$ cat src/rtl/cfg_frame_pkg.sv
// cfg_frame_rx shared types and constants.
// Command frame layout and byte receiver state encoding.
package cfg_frame_pkg;

  typedef enum logic [1:0] {
    IDLE,
    START,
    DATA,
    STOP
  } rx_state_e;

  localparam int FRAME_BYTES = 3;

  localparam logic [1:0] STRT_CMD  = 2'b00;
  localparam logic [1:0] READ_EEP  = 2'b01;
  localparam logic [1:0] WRITE_EEP = 2'b10;
  localparam logic [1:0] SET_XSET  = 2'b11;

  localparam int CMD_MSB  = 19;
  localparam int CMD_LSB  = 18;
  localparam int ADDR_MSB = 17;
  localparam int ADDR_LSB = 16;

endpackage

$ cat src/rtl/cfg_frame_rx_if.sv
// Frame hand-off between receiver and command controller.
// master = receiver side, slave = controller side.
interface cfg_frame_if;
  logic [23:0] cfg_data;
  logic        frm_rdy;
  logic        frm_ovr;
  logic        clr_rdy;

  modport master (
    output cfg_data,
    output frm_rdy,
    output frm_ovr,
    input  clr_rdy
  );

  modport slave (
    input  cfg_data,
    input  frm_rdy,
    input  frm_ovr,
    output clr_rdy
  );
endinterface

$ cat src/rtl/cfg_frame_rx_uart_byte_rx.sv
// 8N1 byte receiver: RX synchroniser, baud counter, byte FSM.
// byte_vld_o / frm_err_o pulse in the stop-bit sample cycle.
module uart_byte_rx
  import cfg_frame_pkg::*;
#(
  parameter int BAUD_DIV = 2604
) (
  input  logic       clk,
  input  logic       rst_n,
  input  logic       rx_i,
  output logic [7:0] rx_byte_o,
  output logic       byte_vld_o,
  output logic       frm_err_o,
  output logic       idle_o
);

  localparam int CW = $clog2(BAUD_DIV);
  localparam logic [CW-1:0] HALF_M1 = CW'(BAUD_DIV / 2 - 1);
  localparam logic [CW-1:0] FULL_M1 = CW'(BAUD_DIV - 1);

  logic            rx_s1_q, rx_s2_q, rx_s3_q;
  rx_state_e       state_q, state_d;
  logic [CW-1:0]   cnt_q, cnt_d;
  logic [2:0]      bit_q, bit_d;
  logic [7:0]      shift_q, shift_d;

  // s3 is only the previous synced value, used for falling-edge detect
  always_ff @(posedge clk or negedge rst_n) begin
    if (!rst_n) begin
      rx_s1_q <= 1'b1;
      rx_s2_q <= 1'b1;
      rx_s3_q <= 1'b1;
    end else begin
      rx_s1_q <= rx_i;
      rx_s2_q <= rx_s1_q;
      rx_s3_q <= rx_s2_q;
    end
  end

  always_ff @(posedge clk or negedge rst_n) begin
    if (!rst_n) begin
      state_q <= IDLE;
      cnt_q   <= '0;
      bit_q   <= '0;
      shift_q <= '0;
    end else begin
      state_q <= state_d;
      cnt_q   <= cnt_d;
      bit_q   <= bit_d;
      shift_q <= shift_d;
    end
  end

  always_comb begin
    state_d    = state_q;
    cnt_d      = cnt_q;
    bit_d      = bit_q;
    shift_d    = shift_q;
    byte_vld_o = 1'b0;
    frm_err_o  = 1'b0;
    unique case (state_q)
      IDLE: begin
        if (rx_s3_q && !rx_s2_q) begin
          state_d = START;
          cnt_d   = '0;
        end
      end
      START: begin
        if (cnt_q == HALF_M1) begin
          cnt_d   = '0;
          bit_d   = '0;
          state_d = rx_s2_q ? IDLE : DATA;
        end else begin
          cnt_d = cnt_q + CW'(1);
        end
      end
      DATA: begin
        if (cnt_q == FULL_M1) begin
          cnt_d   = '0;
          shift_d = {rx_s2_q, shift_q[7:1]};
          bit_d   = bit_q + 3'd1;
          if (bit_q == 3'd7) state_d = STOP;
        end else begin
          cnt_d = cnt_q + CW'(1);
        end
      end
      STOP: begin
        if (cnt_q == FULL_M1) begin
          cnt_d      = '0;
          byte_vld_o = rx_s2_q;
          frm_err_o  = !rx_s2_q;
          state_d    = IDLE;
        end else begin
          cnt_d = cnt_q + CW'(1);
        end
      end
      default: state_d = IDLE;
    endcase
  end

  assign rx_byte_o = shift_q;
  assign idle_o    = (state_q == IDLE);

endmodule

$ cat src/rtl/cfg_frame_rx.sv
// Command-frame receiver: assembles 3 UART bytes into a 24-bit frame
// and holds it for the controller until clr_rdy.
module cfg_frame_rx
  import cfg_frame_pkg::*;
#(
  parameter int BAUD_DIV = 2604,
  parameter int GAP_BITS = 20
) (
  input  logic        clk,
  input  logic        rst_n,
  input  logic        RX,
  cfg_frame_if.master cfg
);

  localparam int GAP_CYC = GAP_BITS * BAUD_DIV;
  localparam int GW      = $clog2(GAP_CYC);
  localparam logic [GW-1:0] GAP_M1  = GW'(GAP_CYC - 1);
  localparam logic [1:0]    LAST_IX = 2'(FRAME_BYTES - 1);

  logic [7:0]    rx_byte;
  logic          byte_vld, frm_err, rx_idle;

  logic [1:0]    idx_q, idx_d;
  logic [15:0]   buf_q, buf_d;
  logic [GW-1:0] gap_q, gap_d;
  logic [23:0]   data_q, data_d;
  logic          rdy_q, rdy_d;
  logic          ovr_q, ovr_d;
  logic          done;

  uart_byte_rx #(
    .BAUD_DIV (BAUD_DIV)
  ) u_byte_rx (
    .clk        (clk),
    .rst_n      (rst_n),
    .rx_i       (RX),
    .rx_byte_o  (rx_byte),
    .byte_vld_o (byte_vld),
    .frm_err_o  (frm_err),
    .idle_o     (rx_idle)
  );

  always_ff @(posedge clk or negedge rst_n) begin
    if (!rst_n) begin
      idx_q  <= '0;
      buf_q  <= '0;
      gap_q  <= '0;
      data_q <= '0;
      rdy_q  <= 1'b0;
      ovr_q  <= 1'b0;
    end else begin
      idx_q  <= idx_d;
      buf_q  <= buf_d;
      gap_q  <= gap_d;
      data_q <= data_d;
      rdy_q  <= rdy_d;
      ovr_q  <= ovr_d;
    end
  end

  always_comb begin
    idx_d  = idx_q;
    buf_d  = buf_q;
    gap_d  = gap_q;
    data_d = data_q;
    rdy_d  = rdy_q;
    ovr_d  = 1'b0;
    done   = 1'b0;

    // gap timer only matters between bytes of a started frame
    if (!rx_idle || idx_q == '0) begin
      gap_d = '0;
    end else if (gap_q == GAP_M1) begin
      gap_d = '0;
      idx_d = '0;
      buf_d = '0;
    end else begin
      gap_d = gap_q + GW'(1);
    end

    unique case (1'b1)
      byte_vld: begin
        if (idx_q == LAST_IX) begin
          idx_d = '0;
          buf_d = '0;
          done  = 1'b1;
        end else begin
          idx_d = idx_q + 2'd1;
          if (idx_q == '0) buf_d[15:8] = rx_byte;
          else             buf_d[7:0]  = rx_byte;
        end
      end
      frm_err: begin
        idx_d = '0;
        buf_d = '0;
      end
      default: ;
    endcase

    if (done) begin
      if (!rdy_q || cfg.clr_rdy) begin
        data_d = {buf_q, rx_byte};
        rdy_d  = 1'b1;
      end else begin
        ovr_d = 1'b1;
      end
    end else if (cfg.clr_rdy) begin
      rdy_d = 1'b0;
    end
  end

  assign cfg.cfg_data = data_q;
  assign cfg.frm_rdy  = rdy_q;
  assign cfg.frm_ovr  = ovr_q;

endmodule
$ cat src/flat_wrapper.sv
// flat-port wrapper written by rule: the top's interface ports become plain ports
module cfg_frame_rx_flat import cfg_frame_pkg::*;
#(
  parameter int BAUD_DIV = 2604,
  parameter int GAP_BITS = 20
)
  (clk, rst_n, RX, cfg_cfg_data, cfg_frm_rdy, cfg_frm_ovr, cfg_clr_rdy);
  cfg_frame_if cfg_i ();
  input  logic clk;
  input  logic rst_n;
  input  logic RX;
  output wire logic [$bits(cfg_i.cfg_data)-1:0] cfg_cfg_data;
  output wire logic [$bits(cfg_i.frm_rdy)-1:0] cfg_frm_rdy;
  output wire logic [$bits(cfg_i.frm_ovr)-1:0] cfg_frm_ovr;
  input wire logic [$bits(cfg_i.clr_rdy)-1:0] cfg_clr_rdy;
  assign cfg_cfg_data = cfg_i.cfg_data;
  assign cfg_frm_rdy = cfg_i.frm_rdy;
  assign cfg_frm_ovr = cfg_i.frm_ovr;
  assign cfg_i.clr_rdy = cfg_clr_rdy;
  cfg_frame_rx #(.BAUD_DIV(BAUD_DIV), .GAP_BITS(GAP_BITS)) u_core (.clk(clk), .rst_n(rst_n), .RX(RX), .cfg(cfg_i));
endmodule
$ cat config.mk
export PLATFORM = sky130hd
export DESIGN_NAME = cfg_frame_rx_flat
export DESIGN_NICKNAME = d
export VERILOG_FILES = /design/src/rtl/cfg_frame_pkg.sv /design/src/rtl/cfg_frame_rx_if.sv /design/src/rtl/cfg_frame_rx_uart_byte_rx.sv /design/src/rtl/cfg_frame_rx.sv /design/src/flat_wrapper.sv
export SDC_FILE = /design/constraint.sdc
export NUM_CORES = 1
export LEC_CHECK = 0
export ABC_AREA = 0
export ABC_CLOCK_PERIOD_IN_PS = 2800
export CAP_MARGIN = 10
export CORE_MARGIN = 3
export CORE_UTILIZATION = 41
export DETAILED_ROUTE_END_ITERATION = 10
export DONT_BUFFER_PORTS = 1
export PLACE_DENSITY_LB_ADDON = 0.2
export SYNTH_ARGS = -nofsm -noshare
export SYNTH_HDL_FRONTEND = slang
export SYNTH_HIERARCHICAL = 1
export SYNTH_SLANG_ARGS = --single-unit
$ cat constraint.sdc
create_clock -name clk -period 2.8 [get_ports clk]
set_clock_uncertainty 0.05 [all_clocks]
set_input_delay 0.14 -clock clk [delete_from_list [all_inputs] [get_ports clk]]
set_output_delay 0.14 -clock clk [all_outputs]
set_load 0.01 [all_outputs]
Word level (Yosys, flattened, before mapping)
Index checks and enable logic that the tools add are counted.

word-level totals
  memory bits (read-only) = 0
  bits in writable memories = 0
  logic and storage cells = 87
  input port bits = 4
  memories kept = 0
  bits in latches = 0
  output and inout bits = 26
  register bits after elaboration = 88

cells by class
  $lt $le $gt $ge = 0
  multipliers = 0
  div/mod/pow operators = 0
  $add $sub $neg = 4
  reduce and logical (&&, ||, !) cells = 18
  multiplexer cells = 37
  shift operators = 0
  equal/unequal tests = 15
  bitwise logic cells = 0

operator list
  kind                                              number
  two-way mux 16 bit                                5
  two-way mux 12 bit                                3
  case mux 12 bit (3 select lines)                  1
  case mux 16 bit (2 select lines)                  1
  two-way mux 2 bit                                 9
  adder 16 x 1 -> 16 bit (second input constant)    1
  == test 16 bit (second input constant)            1
  two-way mux 8 bit                                 2
  adder 12 x 1 -> 12 bit (second input constant)    1
  == test 12 x 11 -> 1 bit (second input constant)  1
  == test 12 bit (second input constant)            1
  != test 2 bit (second input constant)             6
  two-way mux 1 bit                                 11
  case mux 2 bit (4 select lines)                   1
  AND reduction 2 bit                               4
  == test 2 bit (second input constant)             3
  two-way mux 3 bit                                 2
  case mux 3 bit (2 select lines)                   1
  AND reduction 5 bit                               1
  logical NOT 2 bit                                 2
  case mux 2 bit (2 select lines)                   1
  nonzero test 2 bit                                2
  adder 3 x 1 -> 3 bit (second input constant)      1
  == test 3 bit (second input constant)             1
  9 further kinds                                   12

Logic depth before layout (Yosys ltp)
  depth in word-level cells = 7
  gate-level depth with buffers = 10

Hierarchy
The synthesis kept the hierarchy.

by module, submodules not included
  module        cells an instance  area each (µm²)  seq. area each (µm²)  times used
  cfg_frame_rx  228                2,632.5          1,501.4               1
  uart_byte_rx  140                1,445.1          704.4                 1

Worst setup path after synthesis
OpenSTA, ideal clock, no wires.

  path kind = register to register
  start point = register u_core.u_byte_rx.cnt_q[0]
  end point = register u_core.data_q[10] (netlist: u_core/cfg.cfg_data[10])
  setup time = 125 ps
  slack = -58 ps
  arrival time = 2,683 ps
  clock period less this slack = 2,858 ps
  cell stages (with the launch flop) = 11
  path through = dfrtp_1 > ha_1 > or4b_4 > nor3_1 > nand3_1 > nor2_1 > nor2b_1 > and3_1 > clkbuf_1 > buf_4 > mux2_2

between the ends
  cells in the longest elaborated chain, start to end = 5

ends and longest elaborated chain
  item                           RTL line                         source
  start: declaration             cfg_frame_rx_uart_byte_rx.sv:23  logic [CW-1:0] cnt_q, cnt_d;
  start signal: assignment       cfg_frame_rx_uart_byte_rx.sv:48  cnt_q <= cnt_d;
  == test 12 bit                 cfg_frame_rx_uart_byte_rx.sv:88  if (cnt_q == FULL_M1) begin
  two-way mux 1 bit              cfg_frame_rx_uart_byte_rx.sv:88
  two-way mux 1 bit              cfg_frame_rx_uart_byte_rx.sv:61  unique case (state_q)
  named net u_core.byte_vld      cfg_frame_rx.sv:21               logic byte_vld, frm_err, rx_idle;
  two-way mux 1 bit              cfg_frame_rx.sv:81               unique case (1'b1)
  AND reduction 2 bit (no line)  n/a
  end signal: assignment         cfg_frame_rx.sv:55               data_q <= data_d;
  end: declaration               cfg_frame_rx.sv:26               logic [23:0] data_q, data_d;

The timed path passes the listed nets, and every way through them passes these cells.
A chain may end at the register's enable or synchronous reset.

Final worst setup path
  start point = register u_core.u_byte_rx.cnt_q[1]
  end point = register u_core.data_q[8] (netlist: u_core/cfg.cfg_data[8])

Same word-level chain as after synthesis.

==> results.md <==
* Max IR drop VDD at 0.1808 mV
* Setup crit end kind: register
* Power Total at 2.478 mW
* Post-synth top flop: dfrtp_1
* Placement Rows at 35
* Max Cap Viol at 0
* CTS root buf: clkbuf_8
* Crit path buf inv count at 1
* Startpoint Class: register
* Final TNS setup at 0 ns
* Number of flops mapped to enable cells by yosys at 0
* Wire length of the first global-routing pass at 13500 um
* Clk slew on worst S/H paths at 0.08 ns
* Seq/Total Area, Yosys at 54.10%
* Setup ws final at 0.2036 ns
* Kind of critical path: reg -> reg
* Crit-path max FO at 24
* Placed cell areas at 4267 um^2
* Status: finished clean
* Die Wd at 105.7 um
* Async set-reset flop share out of synthesis at 100.0%
* Hold Vio Cnt, Final at 0
* Mean Syn Cell Area at 11.08 um^2
* Die height at 105.7 um
* Clock Latency Late Sink at 0.35 ns
* Diode count at 0
* Via Count at 2766
* Gr usage total at 14.83%
* Synth cell types at 53
* Slew headroom at 45.48%
* CP Cell Sequence: ha_1, or4b_4, nor3_1, nand3_1, nor2_2, nor2b_4, and3_1, buf_12, mux2_2
* Most frequent cells in the layout: dfrtp_1, nand2_1, nor2_1, a22o_1, mux2_2
* Syn. warnings at 6
* CP delay by family, top: simple AND/OR/NAND/NOR gates
* Final Max Tran Viols at 0
* CTS tree: done
* Gpl congestion at 0.8005
* Commonest non-fill, non-tap cell in the layout: dfrtp_1
* I/O pin count at 30
* Number of vias per cell at 5.381
* CP arrival at 2.78 ns
* Mapped Nets at 377
* Die area at 11180 um^2
* Share of layout cells above drive strength 1 at 16.62%
* Largest net degree at the start of global routing at 89
* Placement Setup Slack at 0.1744 ns
* WL/cell at 15.23 um
* Max Buffers Root-to-Sink at 2
* Slowest cell delay on critical path at 0.49 ns
* Max Fclk at 0.3851 GHz
* WL final at 7828 um
* Final #Nets at 389
* Post-Layout Cell Count at 514
* DRC marker count from the first detailed-route iteration at 132
* RSZ-0062 raised after global routing: no
* Drt drc at 0
* Post-Synthesis Cells at 368
* Antenna violations before repair at 0
* Placed Cells at 494
* CP required at 2.98 ns
* GRT overflow at 0
* CORE AREA at 9459 um^2
* Vias in the first global route at 2625
* Setup violators final at 0
* Router iterations before antenna repair at 4
* PortBufs at 0
* Initial core utilization at 43.11%
* Dpl hpwl at 5278 um
* Slowest CP cell: or4b_4
* H-tree depth at 3
* Design area at 4513 um^2
* Slew @ Worst Pin at 0.8092 ns
* Area added between synthesis and finish at 10.68%
* Leak Pwr at 1.985 nW
* Worst min path class: in -> reg
* #FFs+latches synth at 88
* Routed Antenna Nets at 0
* TritonCTS Buffers at 9
* Area of the mapped netlist at 4078 um^2
* Power per cell area at 549.1 nW/um^2
* Final min period at 2.596 ns
* CTS Sinks at 88
* Tcrit/Tclk final at 92.73%
-- worst register-to-register path, delay by kind of cell, from the launching register on --
kind | cells | cell delay [ns]
and+or+nand+nor | 6 | 1.32
DFF | 1 | 0.37
muxes | 1 | 0.35
adders and majority gates | 1 | 0.20
buffers and inverters | 1 | 0.19
-- worst paths after layout --
kind	startpoint	endpoint	slack, ns	cells past startpoint
worst min register to register	u_core/u_byte_rx/rx_s1_q$_DFF_PN1_	u_core/u_byte_rx/rx_s2_q$_DFF_PN1_	0.31	0
max in group asynchronous	rst_n	u_core/u_byte_rx/rx_s1_q$_DFF_PN1_	2.02	2
min in group asynchronous	rst_n	u_core/u_byte_rx/cnt_q[4]$_DFFE_PN0P_	0.30	2
worst max-delay path	u_core/u_byte_rx/cnt_q[1]$_DFFE_PN0P_	u_core/cfg.cfg_data[8]$_DFFE_PN0P_	0.20	9
worst min-delay path	RX	u_core/u_byte_rx/rx_s1_q$_DFF_PN1_	0.29	1
worst max register to register	u_core/u_byte_rx/cnt_q[1]$_DFFE_PN0P_	u_core/cfg.cfg_data[8]$_DFFE_PN0P_	0.20	9
-- logic make-up (layout without fill, tap and decap cells) --
| family | count (synthesis) | in the layout | synth area share, % |
|---|---|---|---|
| buffers and inverters | 26 | 43 | 2.792 |
| adders and majority gates | 5 | 5 | 1.534 |
| and+or+nand+nor | 136 | 136 | 16.85 |
| AOI/OAI and AO/OA | 65 | 65 | 11.87 |
| xor gates and xnor gates | 15 | 15 | 3.222 |
| DFF | 88 | 88 | 54.10 |
| muxes | 33 | 33 | 9.635 |
-- flip-flops by register name (all words and copies together), names as in the netlist, named ones only --
register	count
u_core/cfg.cfg_data	24
u_core/buf_q	16
u_core/gap_q	16
u_core/u_byte_rx/cnt_q	12
u_core/u_byte_rx/rx_byte_o	8
u_core/u_byte_rx/bit_q	3
u_core/idx_q	2
u_core/cfg.frm_ovr	1
u_core/cfg.frm_rdy	1
u_core/u_byte_rx/rx_s1_q	1
u_core/u_byte_rx/rx_s2_q	1
u_core/u_byte_rx/rx_s3_q	1
u_core/u_byte_rx/state_q	1
-- cells in the mapped netlist (all sizes together), types with 2 or more instances --
cell type,count,area (um^2)
dfrtp,85,2127
nand2,45,168.9
mux2,32,382.9
nor2,29,108.9
a22o,17,148.9
inv,13,48.80
xnor2,13,113.9
nand3,12,65.06
nor3,11,55.05
o21ai,10,65.07
o22ai,10,62.56
clkbuf,8,30.03
o211ai,7,52.55
nand4,6,43.79
nor4,6,37.54
a21oi,5,25.02
buf,5,35.02
ha,5,62.56
nor2b,5,31.28
and2,4,25.02
o31a,4,35.03
and3,3,20.02
dfstp,3,78.83
nor3b,3,22.52
o21a,3,22.52
nand2b,2,12.51
nor4bb,2,20.02
o31ai,2,15.01
or4,2,15.01
or4b,2,27.53
xor2,2,17.52
-- power breakdown --
| group | total (mW) | switching (mW) | internal, mW | leakage (nW) |
|---|---|---|---|---|
| logic | 0.286 | 0.153 | 0.133 | 0.691 |
| registers | 1.39 | 0.0603 | 1.33 | 1.20 |
| clock network | 0.805 | 0.455 | 0.350 | 0.0926 |
-- metrics by stage --
| step | util, % | hold WS, ns |
|---|---|---|
| after CTS | 47.63 | 0.2716 |
| final | 47.71 | 0.2880 |
| after global routing | 47.71 | 0.2773 |
| after floorplan | - | -0.2056 |
| after detailed placement | 45.11 | -0.2024 |
| after global placement | 45.11 | -0.2027 |
-- cell type report --
type                       instances  area, um^2
fill                             914        4946
clock buffer                      10       137.6
timing repair buffer              14       145.1
multi-input combinational        254        1770
sequential                        88        2206
clock inverter                     6       43.79
inverter                          13       48.80
tap                              129       161.4
-- routing by layer --
layer	global-route usage [%]	share of wire, %	vias to the layer above
li1	-	-	1346
met1	20.56	49	1372
met2	23.22	47	38
met3	3.062	3.2	10
met4	4.995	1.2	0
met5	0	0	-
-- repair_timing --
action | 4_1_cts | 5_1_grt
hold buffers | 4 | 0
endpoints found under the hold margin | 90 | 0
resized for setup | 0 | 2
setup buffers | 0 | 0
endpoints found under the setup margin | 0 | 4
No activity file was read; power rests on OpenSTA's default activity.
